<file path="src/rtl/cosim_chg_packer_if.sv">
// rtl/cosim_chg_packer_if.sv - DUT event inputs and record beat stream for cosim_chg_packer
interface cosim_chg_packer_if;
    logic        in_ready;
    logic        retire_valid;
    logic        retire_last;
    logic [1:0]  retire_prv;
    logic [63:0] retire_pc;
    logic [63:0] retire_ir;
    logic        op_valid;
    logic [7:0]  op_access;
    logic [63:0] op_addr;
    logic [63:0] op_data;
    logic        trap_valid;
    logic [1:0]  trap_prv;
    logic [7:0]  trap_cause;
    logic [63:0] trap_badaddr;
    logic        out_valid;
    logic        out_ready;
    logic [1:0]  out_kind;
    logic [4:0]  out_idx;
    logic [63:0] out_addr;
    logic [63:0] out_data;
    logic [15:0] out_aux;

    // Event source and record consumer side
    modport master (
        input  in_ready,
        output retire_valid, retire_last, retire_prv, retire_pc, retire_ir,
        output op_valid, op_access, op_addr, op_data,
        output trap_valid, trap_prv, trap_cause, trap_badaddr,
        input  out_valid, out_kind, out_idx, out_addr, out_data, out_aux,
        output out_ready
    );

    // Packer side
    modport slave (
        output in_ready,
        input  retire_valid, retire_last, retire_prv, retire_pc, retire_ir,
        input  op_valid, op_access, op_addr, op_data,
        input  trap_valid, trap_prv, trap_cause, trap_badaddr,
        output out_valid, out_kind, out_idx, out_addr, out_data, out_aux,
        input  out_ready
    );
endinterface

</file>
<file path="src/rtl/cosim_chg_packer.sv">
// rtl/cosim_chg_packer.sv - collects retire/op/trap events into a step record and drains it as beats
module cosim_chg_packer #(
    parameter int MAX_INSN = 4,
    parameter int MAX_OP   = 16
) (
    input  logic              clk,
    input  logic              rst_n,
    cosim_chg_packer_if.slave bus
);
    localparam int         IW       = (MAX_INSN > 1) ? $clog2(MAX_INSN) : 1;
    localparam int         OW       = (MAX_OP > 1) ? $clog2(MAX_OP) : 1;
    localparam logic [2:0] INSN_MAX = 3'(MAX_INSN);
    localparam logic [4:0] OP_MAX   = 5'(MAX_OP);

    typedef enum logic [1:0] {COLLECT, HDR, INSN, OP} state_t;

    state_t      state_q;
    logic [2:0]  icnt_q, icnt_d;
    logic [4:0]  ocnt_q, ocnt_d;
    logic        ovf_q, ovf_d;
    logic        trp_q, trp_d;
    logic [1:0]  tprv_q, tprv_d;
    logic [7:0]  tcause_q, tcause_d;
    logic [63:0] tbad_q, tbad_d;
    logic        close, ins_we, op_we;
    logic [63:0] hdr_data;

    logic [1:0]  ins_prv  [MAX_INSN];
    logic [63:0] ins_pc   [MAX_INSN];
    logic [63:0] ins_ir   [MAX_INSN];
    logic [7:0]  op_acc   [MAX_OP];
    logic [63:0] op_adr   [MAX_OP];
    logic [63:0] op_dat   [MAX_OP];
    logic [2:0]  op_inum  [MAX_OP];

    logic        out_valid_q;
    logic [1:0]  out_kind_q;
    logic [4:0]  out_idx_q;
    logic [63:0] out_addr_q, out_data_q;
    logic [15:0] out_aux_q;

    state_t      drn_state;
    logic [4:0]  drn_idx, nxt_idx;
    logic        drn_done;
    logic [1:0]  beat_kind;
    logic [63:0] beat_addr, beat_data;
    logic [15:0] beat_aux;

    assign bus.in_ready  = (state_q == COLLECT);
    assign bus.out_valid = out_valid_q;
    assign bus.out_kind  = out_kind_q;
    assign bus.out_idx   = out_idx_q;
    assign bus.out_addr  = out_addr_q;
    assign bus.out_data  = out_data_q;
    assign bus.out_aux   = out_aux_q;

    // Accumulate this cycle's events and decide whether the step closes
    always_comb begin
        icnt_d   = icnt_q;
        ocnt_d   = ocnt_q;
        ovf_d    = ovf_q;
        trp_d    = trp_q;
        tprv_d   = tprv_q;
        tcause_d = tcause_q;
        tbad_d   = tbad_q;
        ins_we   = 1'b0;
        op_we    = 1'b0;
        close    = 1'b0;
        if (state_q == COLLECT) begin
            if (bus.retire_valid) begin
                ins_we = 1'b1;
                icnt_d = icnt_q + 3'd1;
            end
            if (bus.op_valid) begin
                if (ocnt_q == OP_MAX) begin
                    ovf_d = 1'b1;
                end else begin
                    op_we  = 1'b1;
                    ocnt_d = ocnt_q + 5'd1;
                end
            end
            if (bus.trap_valid) begin
                trp_d    = 1'b1;
                tprv_d   = bus.trap_prv;
                tcause_d = bus.trap_cause;
                tbad_d   = bus.trap_badaddr;
            end
            close = (bus.retire_valid && bus.retire_last) || bus.trap_valid
                    || (icnt_d == INSN_MAX);
        end
        hdr_data = {32'd0, tcause_d, 4'd0, tprv_d, ovf_d, trp_d, 3'd0, ocnt_d, 5'd0, icnt_d};
    end

    // Pick the beat that follows the current one; empty kinds are skipped
    always_comb begin
        nxt_idx   = out_idx_q + 5'd1;
        drn_state = COLLECT;
        drn_idx   = 5'd0;
        drn_done  = 1'b1;
        case (state_q)
            HDR: begin
                if (icnt_q != 3'd0) begin
                    drn_state = INSN;
                    drn_done  = 1'b0;
                end else if (ocnt_q != 5'd0) begin
                    drn_state = OP;
                    drn_done  = 1'b0;
                end
            end
            INSN: begin
                if (nxt_idx < {2'b00, icnt_q}) begin
                    drn_state = INSN;
                    drn_idx   = nxt_idx;
                    drn_done  = 1'b0;
                end else if (ocnt_q != 5'd0) begin
                    drn_state = OP;
                    drn_done  = 1'b0;
                end
            end
            OP: begin
                if (nxt_idx < ocnt_q) begin
                    drn_state = OP;
                    drn_idx   = nxt_idx;
                    drn_done  = 1'b0;
                end
            end
            default: ;
        endcase

        beat_kind = 2'd0;
        beat_addr = 64'd0;
        beat_data = 64'd0;
        beat_aux  = 16'd0;
        if (drn_state == INSN) begin
            beat_kind = 2'd1;
            beat_addr = ins_pc[drn_idx[IW-1:0]];
            beat_data = ins_ir[drn_idx[IW-1:0]];
            beat_aux  = {14'd0, ins_prv[drn_idx[IW-1:0]]};
        end else if (drn_state == OP) begin
            beat_kind = 2'd2;
            beat_addr = op_adr[drn_idx[OW-1:0]];
            beat_data = op_dat[drn_idx[OW-1:0]];
            beat_aux  = {5'd0, op_inum[drn_idx[OW-1:0]], op_acc[drn_idx[OW-1:0]]};
        end
    end

    // Record slot storage; contents are only meaningful below icnt/ocnt
    always_ff @(posedge clk) begin
        if (ins_we) begin
            ins_prv[icnt_q[IW-1:0]] <= bus.retire_prv;
            ins_pc[icnt_q[IW-1:0]]  <= bus.retire_pc;
            ins_ir[icnt_q[IW-1:0]]  <= bus.retire_ir;
        end
        if (op_we) begin
            op_acc[ocnt_q[OW-1:0]]  <= bus.op_access;
            op_adr[ocnt_q[OW-1:0]]  <= bus.op_addr;
            op_dat[ocnt_q[OW-1:0]]  <= bus.op_data;
            op_inum[ocnt_q[OW-1:0]] <= icnt_q;
        end
    end

    // Step FSM: collect, then present header/instruction/op beats with registered payload
    always_ff @(posedge clk) begin
        if (!rst_n) begin
            state_q     <= COLLECT;
            icnt_q      <= 3'd0;
            ocnt_q      <= 5'd0;
            ovf_q       <= 1'b0;
            trp_q       <= 1'b0;
            tprv_q      <= 2'd0;
            tcause_q    <= 8'd0;
            tbad_q      <= 64'd0;
            out_valid_q <= 1'b0;
            out_kind_q  <= 2'd0;
            out_idx_q   <= 5'd0;
            out_addr_q  <= 64'd0;
            out_data_q  <= 64'd0;
            out_aux_q   <= 16'd0;
        end else begin
            case (state_q)
                COLLECT: begin
                    icnt_q   <= icnt_d;
                    ocnt_q   <= ocnt_d;
                    ovf_q    <= ovf_d;
                    trp_q    <= trp_d;
                    tprv_q   <= tprv_d;
                    tcause_q <= tcause_d;
                    tbad_q   <= tbad_d;
                    if (close) begin
                        state_q     <= HDR;
                        out_valid_q <= 1'b1;
                        out_kind_q  <= 2'd0;
                        out_idx_q   <= 5'd0;
                        out_addr_q  <= tbad_d;
                        out_data_q  <= hdr_data;
                        out_aux_q   <= 16'd0;
                    end
                end
                default: begin
                    if (out_valid_q && bus.out_ready) begin
                        if (drn_done) begin
                            state_q     <= COLLECT;
                            icnt_q      <= 3'd0;
                            ocnt_q      <= 5'd0;
                            ovf_q       <= 1'b0;
                            trp_q       <= 1'b0;
                            tprv_q      <= 2'd0;
                            tcause_q    <= 8'd0;
                            tbad_q      <= 64'd0;
                            out_valid_q <= 1'b0;
                            out_kind_q  <= 2'd0;
                            out_idx_q   <= 5'd0;
                            out_addr_q  <= 64'd0;
                            out_data_q  <= 64'd0;
                            out_aux_q   <= 16'd0;
                        end else begin
                            state_q    <= drn_state;
                            out_kind_q <= beat_kind;
                            out_idx_q  <= drn_idx;
                            out_addr_q <= beat_addr;
                            out_data_q <= beat_data;
                            out_aux_q  <= beat_aux;
                        end
                    end
                end
            endcase
        end
    end
endmodule

</file>
<file path="src/flat_wrapper.sv">
// flat-port wrapper written by rule: the top's interface ports become plain ports
module cosim_chg_packer_flat 
#(
    parameter int MAX_INSN = 4,
    parameter int MAX_OP   = 16
)
  (clk, rst_n, bus_in_ready, bus_retire_valid, bus_retire_last, bus_retire_prv, bus_retire_pc, bus_retire_ir, bus_op_valid, bus_op_access, bus_op_addr, bus_op_data, bus_trap_valid, bus_trap_prv, bus_trap_cause, bus_trap_badaddr, bus_out_valid, bus_out_kind, bus_out_idx, bus_out_addr, bus_out_data, bus_out_aux, bus_out_ready);
  cosim_chg_packer_if bus_i ();
  input  logic clk;
  input  logic rst_n;
  output wire logic [$bits(bus_i.in_ready)-1:0] bus_in_ready;
  input wire logic [$bits(bus_i.retire_valid)-1:0] bus_retire_valid;
  input wire logic [$bits(bus_i.retire_last)-1:0] bus_retire_last;
  input wire logic [$bits(bus_i.retire_prv)-1:0] bus_retire_prv;
  input wire logic [$bits(bus_i.retire_pc)-1:0] bus_retire_pc;
  input wire logic [$bits(bus_i.retire_ir)-1:0] bus_retire_ir;
  input wire logic [$bits(bus_i.op_valid)-1:0] bus_op_valid;
  input wire logic [$bits(bus_i.op_access)-1:0] bus_op_access;
  input wire logic [$bits(bus_i.op_addr)-1:0] bus_op_addr;
  input wire logic [$bits(bus_i.op_data)-1:0] bus_op_data;
  input wire logic [$bits(bus_i.trap_valid)-1:0] bus_trap_valid;
  input wire logic [$bits(bus_i.trap_prv)-1:0] bus_trap_prv;
  input wire logic [$bits(bus_i.trap_cause)-1:0] bus_trap_cause;
  input wire logic [$bits(bus_i.trap_badaddr)-1:0] bus_trap_badaddr;
  output wire logic [$bits(bus_i.out_valid)-1:0] bus_out_valid;
  output wire logic [$bits(bus_i.out_kind)-1:0] bus_out_kind;
  output wire logic [$bits(bus_i.out_idx)-1:0] bus_out_idx;
  output wire logic [$bits(bus_i.out_addr)-1:0] bus_out_addr;
  output wire logic [$bits(bus_i.out_data)-1:0] bus_out_data;
  output wire logic [$bits(bus_i.out_aux)-1:0] bus_out_aux;
  input wire logic [$bits(bus_i.out_ready)-1:0] bus_out_ready;
  assign bus_in_ready = bus_i.in_ready;
  assign bus_i.retire_valid = bus_retire_valid;
  assign bus_i.retire_last = bus_retire_last;
  assign bus_i.retire_prv = bus_retire_prv;
  assign bus_i.retire_pc = bus_retire_pc;
  assign bus_i.retire_ir = bus_retire_ir;
  assign bus_i.op_valid = bus_op_valid;
  assign bus_i.op_access = bus_op_access;
  assign bus_i.op_addr = bus_op_addr;
  assign bus_i.op_data = bus_op_data;
  assign bus_i.trap_valid = bus_trap_valid;
  assign bus_i.trap_prv = bus_trap_prv;
  assign bus_i.trap_cause = bus_trap_cause;
  assign bus_i.trap_badaddr = bus_trap_badaddr;
  assign bus_out_valid = bus_i.out_valid;
  assign bus_out_kind = bus_i.out_kind;
  assign bus_out_idx = bus_i.out_idx;
  assign bus_out_addr = bus_i.out_addr;
  assign bus_out_data = bus_i.out_data;
  assign bus_out_aux = bus_i.out_aux;
  assign bus_i.out_ready = bus_out_ready;
  cosim_chg_packer #(.MAX_INSN(MAX_INSN), .MAX_OP(MAX_OP)) u_core (.clk(clk), .rst_n(rst_n), .bus(bus_i));
endmodule
</file>
<file path="config.mk">
export PLATFORM = sky130hd
export DESIGN_NAME = cosim_chg_packer_flat
export DESIGN_NICKNAME = d
export VERILOG_FILES = /design/src/rtl/cosim_chg_packer_if.sv /design/src/rtl/cosim_chg_packer.sv /design/src/flat_wrapper.sv
export SDC_FILE = /design/constraint.sdc
export NUM_CORES = 2
export LEC_CHECK = 0
export CAP_MARGIN = 20
export CORE_MARGIN = 10
export CORE_UTILIZATION = 49
export DETAILED_ROUTE_END_ITERATION = 16
export GPL_TIMING_DRIVEN = 1
export PLACE_DENSITY_LB_ADDON = 0.12
export SYNTH_ARGS = -nofsm -noshare
export SYNTH_HDL_FRONTEND = slang
export SYNTH_SLANG_ARGS = --single-unit
</file>
<file path="constraint.sdc">
create_clock -name clk -period 33.1 [get_ports clk]
set_clock_uncertainty 0.05 [all_clocks]
set_input_delay 6.62 -clock clk [delete_from_list [all_inputs] [get_ports clk]]
set_output_delay 6.62 -clock clk [all_outputs]
set_load 0.1 [all_outputs]
</file>
# After elaboration in Yosys (flattened, before gate mapping)
# Memory sizes are Yosys's and may differ from the RTL's.
# Cells that the tools add are included.
dict set report totals {
  wordCells 132
  ram_bits 2744
  n_memories 7
  output_inout_bits 153
  register_bits 238
  inputBits 347
}
dict set report op_classes {
  n_reduce_logical 12
  n_addsub 3
  order_cmp 2
  n_mux 86
  eq_ne 8
}
# name depth word_bits rd rd_clocked_by_memory_dff wr line
set mem_list {}
lappend mem_list {u_core.op_adr 16 64 1 0 1 cosim_chg_packer.sv:32} ;# logic [63:0] op_adr [MAX_OP];
lappend mem_list {u_core.op_dat 16 64 1 0 1 cosim_chg_packer.sv:33} ;# logic [63:0] op_dat [MAX_OP];
lappend mem_list {u_core.ins_ir 4 64 1 0 1 cosim_chg_packer.sv:30} ;# logic [63:0] ins_ir [MAX_INSN];
lappend mem_list {u_core.ins_pc 4 64 1 0 1 cosim_chg_packer.sv:29} ;# logic [63:0] ins_pc [MAX_INSN];
lappend mem_list {u_core.op_acc 16 8 1 0 1 cosim_chg_packer.sv:31} ;# logic [7:0] op_acc [MAX_OP];
lappend mem_list {u_core.op_inum 16 3 1 0 1 cosim_chg_packer.sv:34} ;# logic [2:0] op_inum [MAX_OP];
lappend mem_list {{+1 memories} -- -- -- -- -- --}
# op n
set op_table {}
lappend op_table {{two-way mux 64 bit} 16}
lappend op_table {{two-way mux 16 bit} 5}
lappend op_table {{two-way mux 5 bit} 11}
lappend op_table {{two-way mux 2 bit} 18}
lappend op_table {{two-way mux 8 bit} 4}
lappend op_table {{two-way mux 1 bit} 23}
lappend op_table {{two-way mux 3 bit} 5}
lappend op_table {{two-way mux 11 bit} 1}
lappend op_table {{adder 5 x 1 -> 5 bit (second input constant)} 2}
lappend op_table {{case mux 5 bit (2 select lines)} 1}
lappend op_table {{equality test 2 bit (second input constant)} 4}
lappend op_table {{case mux 2 bit (3 select lines)} 1}
lappend op_table {{equality test 5 bit (second input constant)} 1}
lappend op_table {{less-than comparator 5 x 3 -> 1 bit} 1}
lappend op_table {{less-than comparator 5 bit} 1}
lappend op_table {{nonzero test 5 bit} 1}
lappend op_table {{AND reduction 2 bit} 2}
lappend op_table {{nonzero test 2 bit} 2}
lappend op_table {{adder 3 x 1 -> 3 bit (second input constant)} 1}
lappend op_table {{equality test 3 bit (second input constant)} 1}
lappend op_table {{case mux 1 bit (3 select lines)} 1}
lappend op_table {{AND reduction 3 bit} 1}
lappend op_table {{nonzero test 3 bit} 1}
lappend op_table {{equality test 2 x 1 -> 1 bit (second input constant)} 1}
lappend op_table {{other kinds (4)} 6}

# Depth between registers and ports, before layout
dict set report logic_depth {
  depth_word 10
  depth_mapped 17
  ltp_nobuf 12
}

# Worst setup path after synthesis
# Ideal clock, no wire load.
dict set report synth_timing {
  path_type {input -> register}
  start {input bus_op_valid}
  end {memory u_core.op_acc[1][0], enable pin}
  path_stages 5
  arrival_time_ns 16.715
  required_ns 32.243
  path_slack_ns 15.528
  path_cell_list {clkbuf_1 -> nand2_1 -> nor2_1 -> nand2_1 -> nor3_1}
}
dict set report synth_via {
  elab_chain_len 4
}
# item line
set synth_rtl {}
lappend synth_rtl {{from (decl)} flat_wrapper.sv:17} ;# input wire logic [$bits(bus_i.op_valid)-1:0] bus_op_valid;
lappend synth_rtl {{two-way mux 1 bit} cosim_chg_packer.sv:74} ;# if (bus.op_valid) begin
lappend synth_rtl {{two-way mux 1 bit} cosim_chg_packer.sv:69} ;# if (state_q == COLLECT) begin
lappend synth_rtl {{two-way mux 1 bit} cosim_chg_packer.sv:154} ;# if (op_we) begin
lappend synth_rtl {{two-way mux 1 bit (implied by the code)} cosim_chg_packer.sv:155} ;# op_acc[ocnt_q[OW-1:0]] <= bus.op_access;
lappend synth_rtl {{to (decl)} cosim_chg_packer.sv:31}
# No other way between the ends.

# Final worst setup path
dict set report layout_timing {
  start {input bus_op_valid}
  end {memory u_core.op_adr[11][44], enable pin}
}
dict set report layout_via {
  elab_chain_len 4
}
# item line
set layout_rtl {}
lappend layout_rtl {{two-way mux 1 bit} cosim_chg_packer.sv:74}
lappend layout_rtl {{two-way mux 1 bit} cosim_chg_packer.sv:69}
lappend layout_rtl {{two-way mux 1 bit} cosim_chg_packer.sv:154}
lappend layout_rtl {{two-way mux 1 bit (implied by the code)} cosim_chg_packer.sv:156} ;# op_adr[ocnt_q[OW-1:0]] <= bus.op_addr;
lappend layout_rtl {{to (decl)} cosim_chg_packer.sv:32}
# No other way between the ends.

==> summary.txt <==
Floorplanning
  • Initial Util: 49.2%
  • Die area: 0.251 mm²
  • Top Ports: 500
  • Std-Cell Rows: 176
  • Core area: 0.230 mm²
  • Die H: 501 µm
  • Die extent in x: 501 µm

Drt
  • Via density: 6.38
  • WL per Instance: 31.5 µm
  • DRT Wirelength: 348 mm
  • Drt pass-1 iters: 6
  • Remaining DRCs: 0
  • Via count: 70,514
  • Initial DRC Count: 8,295
  • ANT nets after route: 0

Placement
  • HPWL after detailed placement: 189 mm
  • Placer Congestion: 0.849
  • Post-place setup slack: 22,210 ps
  • # port buffers: 494

Global routing
  • GRT Residual Overflow: 0
  • First-pass GRT wire length: 496 mm
  • Vias in the first global route: 67,877
  • All-layer global routing usage: 26.8%
  • Pin count of the biggest net entering global routing: 193
  • Initial antenna violation count: 66

Yosys
  • Avg Inst Size Synth: 15.4 µm²
  • Top FF cell, synth: edfxtp_1
  • Mapped cell area: 0.113 mm²
  • Post-synth EDFFs: 2,744
  • Syn. warnings: 0
  • Number of distinct library cells after synthesis: 76
  • Post-Synthesis Cells: 7,360
  • Seq cells post-synth: 2,977
  • Async SR Flop Fraction: 0%
  • Seq/Total Area, Yosys: 76.9%

STA
  • Min Hold Slack: 435 ps
  • Setup slack after layout: 23,170 ps
  • Minimum clock period: 9930 ps
  • Peak Freq: 101 MHz
  • Worst-Margin Slew: 1280 ps
  • Final period util: 30.0%
  • Setup TNS: 0 ps
  • Final setup vio count: 0
  • RSZ-0062 raised after global routing: no
  • Slew HR: 15.0%
  • Fin. Hold Viols: 0
  • Fin. max-slew vios: 0

Clock network
  • TritonCTS clock tree: yes
  • CTS sink count: 2,977
  • H-tree depth: 5
  • Root buffer cell: clkbuf_16
  • CTS Buffer Depth: 4
  • Gates resized, CTS repair: 0
  • Worst skew pair latency: 930 ps
  • CTS Buf Count: 324
  • Worst-path clk slew: 60 ps
  • Hold-fix buffers, CTS: 0
  • Post-CTS Setup Inserts: 0

Critical path
  • Crit start category: input port
  • CP Capture Type: register
  • Critical Path Fanout Max: 44
  • Critical Path Source: bus_op_valid
  • Worst r2r src: u_core.bus.out_idx[0]
  • Setup CP Type: input port to register
  • Worst path required time: 33,600 ps
  • CP arrival: 10,430 ps
  • Worst R2R Setup Slack: 26,300 ps

Worst hold path
  • HP Class: register to register
  • Hold_sp: u_core.trp_q

Cells and area
  • Nets@finish: 8,111
  • Fillers: 17,830
  • Layout cells sized above 1: 8.97%
  • Area Growth Syn to Fin: 16.0%

Pwr
  • Pleak: 42.0 nW
  • Peak supply drop: 0.126 mV
  • PD cells: 75.2 mW/mm²

Outcome
  • Status: finished clean

Flow run
  • MaxCap Viol Count: 0
## synthesized netlist by cell type (all sizes together), types with 32 or more instances
master / count / area, µm²
mux2: 50 / 563
buf: 181 / 893
nand3: 325 / 1630
a22oi: 129 / 968
mux2i: 266 / 2660
a21oi: 246 / 1250
o22ai: 107 / 669
nand2: 946 / 3550
a311oi: 59 / 517
a221o: 77 / 771
a221oi: 532 / 4660
dfxtp: 233 / 4660
nor3: 142 / 716
edfxtp: 2744 / 82400
clkbuf: 390 / 1460
o21ai: 374 / 1880
nor2: 167 / 627
o221ai: 32 / 280
o211ai: 39 / 293
## flip-flops by register name, summed over array words and instances, names as in the netlist
name                  flops
u_core.bus.out_addr      64
u_core.tcause_q           8
u_core.bus.out_valid      1
u_core.tbad_q            64
u_core.op_acc           128
u_core.ins_pc           256
u_core.ocnt_q             5
u_core.bus.out_kind       2
u_core.bus.out_data      64
u_core.ovf_q              1
u_core.op_adr          1024
u_core.ins_prv            8
u_core.bus.out_idx        5
u_core.tprv_q             2
u_core.op_dat          1024
u_core.bus.out_aux       11
u_core.icnt_q             3
u_core.ins_ir           256
u_core.trp_q              1
u_core.op_inum           48
u_core.state_q            2
## metal layers
metal  up-vias  GRT usage [%]  wire length (µm)
met5         -              0               253
li1      30166              -                 -
met4        38           10.8             13700
met1     36244           37.0            142000
met3       611           5.04             29500
met2      3455           42.1            163000
## cell families (layout without fill, tap and decap cells)
logic type | Yosys count | in the layout | share of synthesized area, %
xor+xnor | 9 | 9 | 0.0697
compound gates | 1810 | 1810 | 11.7
buf+inv | 587 | 1212 | 2.14
fa+ha+maj | 15 | 15 | 0.166
mux | 316 | 316 | 2.85
simple gates | 1645 | 1645 | 6.14
other cells | 1 | 34 | 0.00331
flops | 2977 | 2977 | 76.9
## through the flow
stage                     total power [mW]  cells  area [µm²]  utilization, %
after floorplan                       5.74   7364      113000               -
after global placement                6.48  10444      121000            52.7
after detailed placement              6.51  10446      121000            52.7
after CTS                             9.91  11012      131000            57.0
after global routing                  10.2  11036      131000            57.1
final                                 9.87  11044      131000            57.1
## area by class of cell
cell class                 count  area (µm²)  area share (%)
sequential                  2977       87100            66.3
multi-input combinational   3800       24100            18.3
clock buffer                 423        8770            6.69
timing repair buffer         630        6230            4.74
tap                         3026        3790            2.88
clock inverter               143        1190           0.910
antenna                       29        72.6          0.0553
inverter                      16        65.1          0.0496
## final timing paths
| check | end | cells after the start |
|---|---|---|
| max | u_core.op_adr[11][44] | 7 |
| min | u_core.trp_q | 2 |
| max reg2reg | u_core.bus.out_data[11] | 13 |
| min reg2reg | u_core.trp_q | 2 |
## cells in the final DEF, fill, tap and decap left out, types with 23 or more instances in the layout
cell and instances:
a211o_1 23, a21oi_1 241, a221o_1 77, a221oi_1 532
a22o_1 30, a22oi_1 129, a311o_1 30, a311oi_1 59
a41o_1 29, buf_4 123, clkbuf_1 74, clkbuf_16 328
clkdlybuf4s50_1 484, clkinv_1 56, clkinv_2 56, dfxtp_1 233
diode_2 29, edfxtp_1 2744, mux2_2 50, mux2i_1 266
nand2_1 943, nand3_1 324, nand4_1 29, nor2_1 146
nor3_1 136, o211ai_1 39, o21ai_0 368, o221ai_1 32
o22ai_1 107
## critical path, cell delays in order
cell and delay, ps:
clkdlybuf4s50_1 650, nand2_1 160, nor2_1 270, nand2_1 250, nor2_4 730, buf_4 820, buf_4 780
## where the power goes
group,switching [mW],total (mW),internal [mW]
clock,1.42,3.43,2.01
combinational,1.46,1.93,0.467
sequential,0.121,4.51,4.39
(Power assumes the default switching activity.)
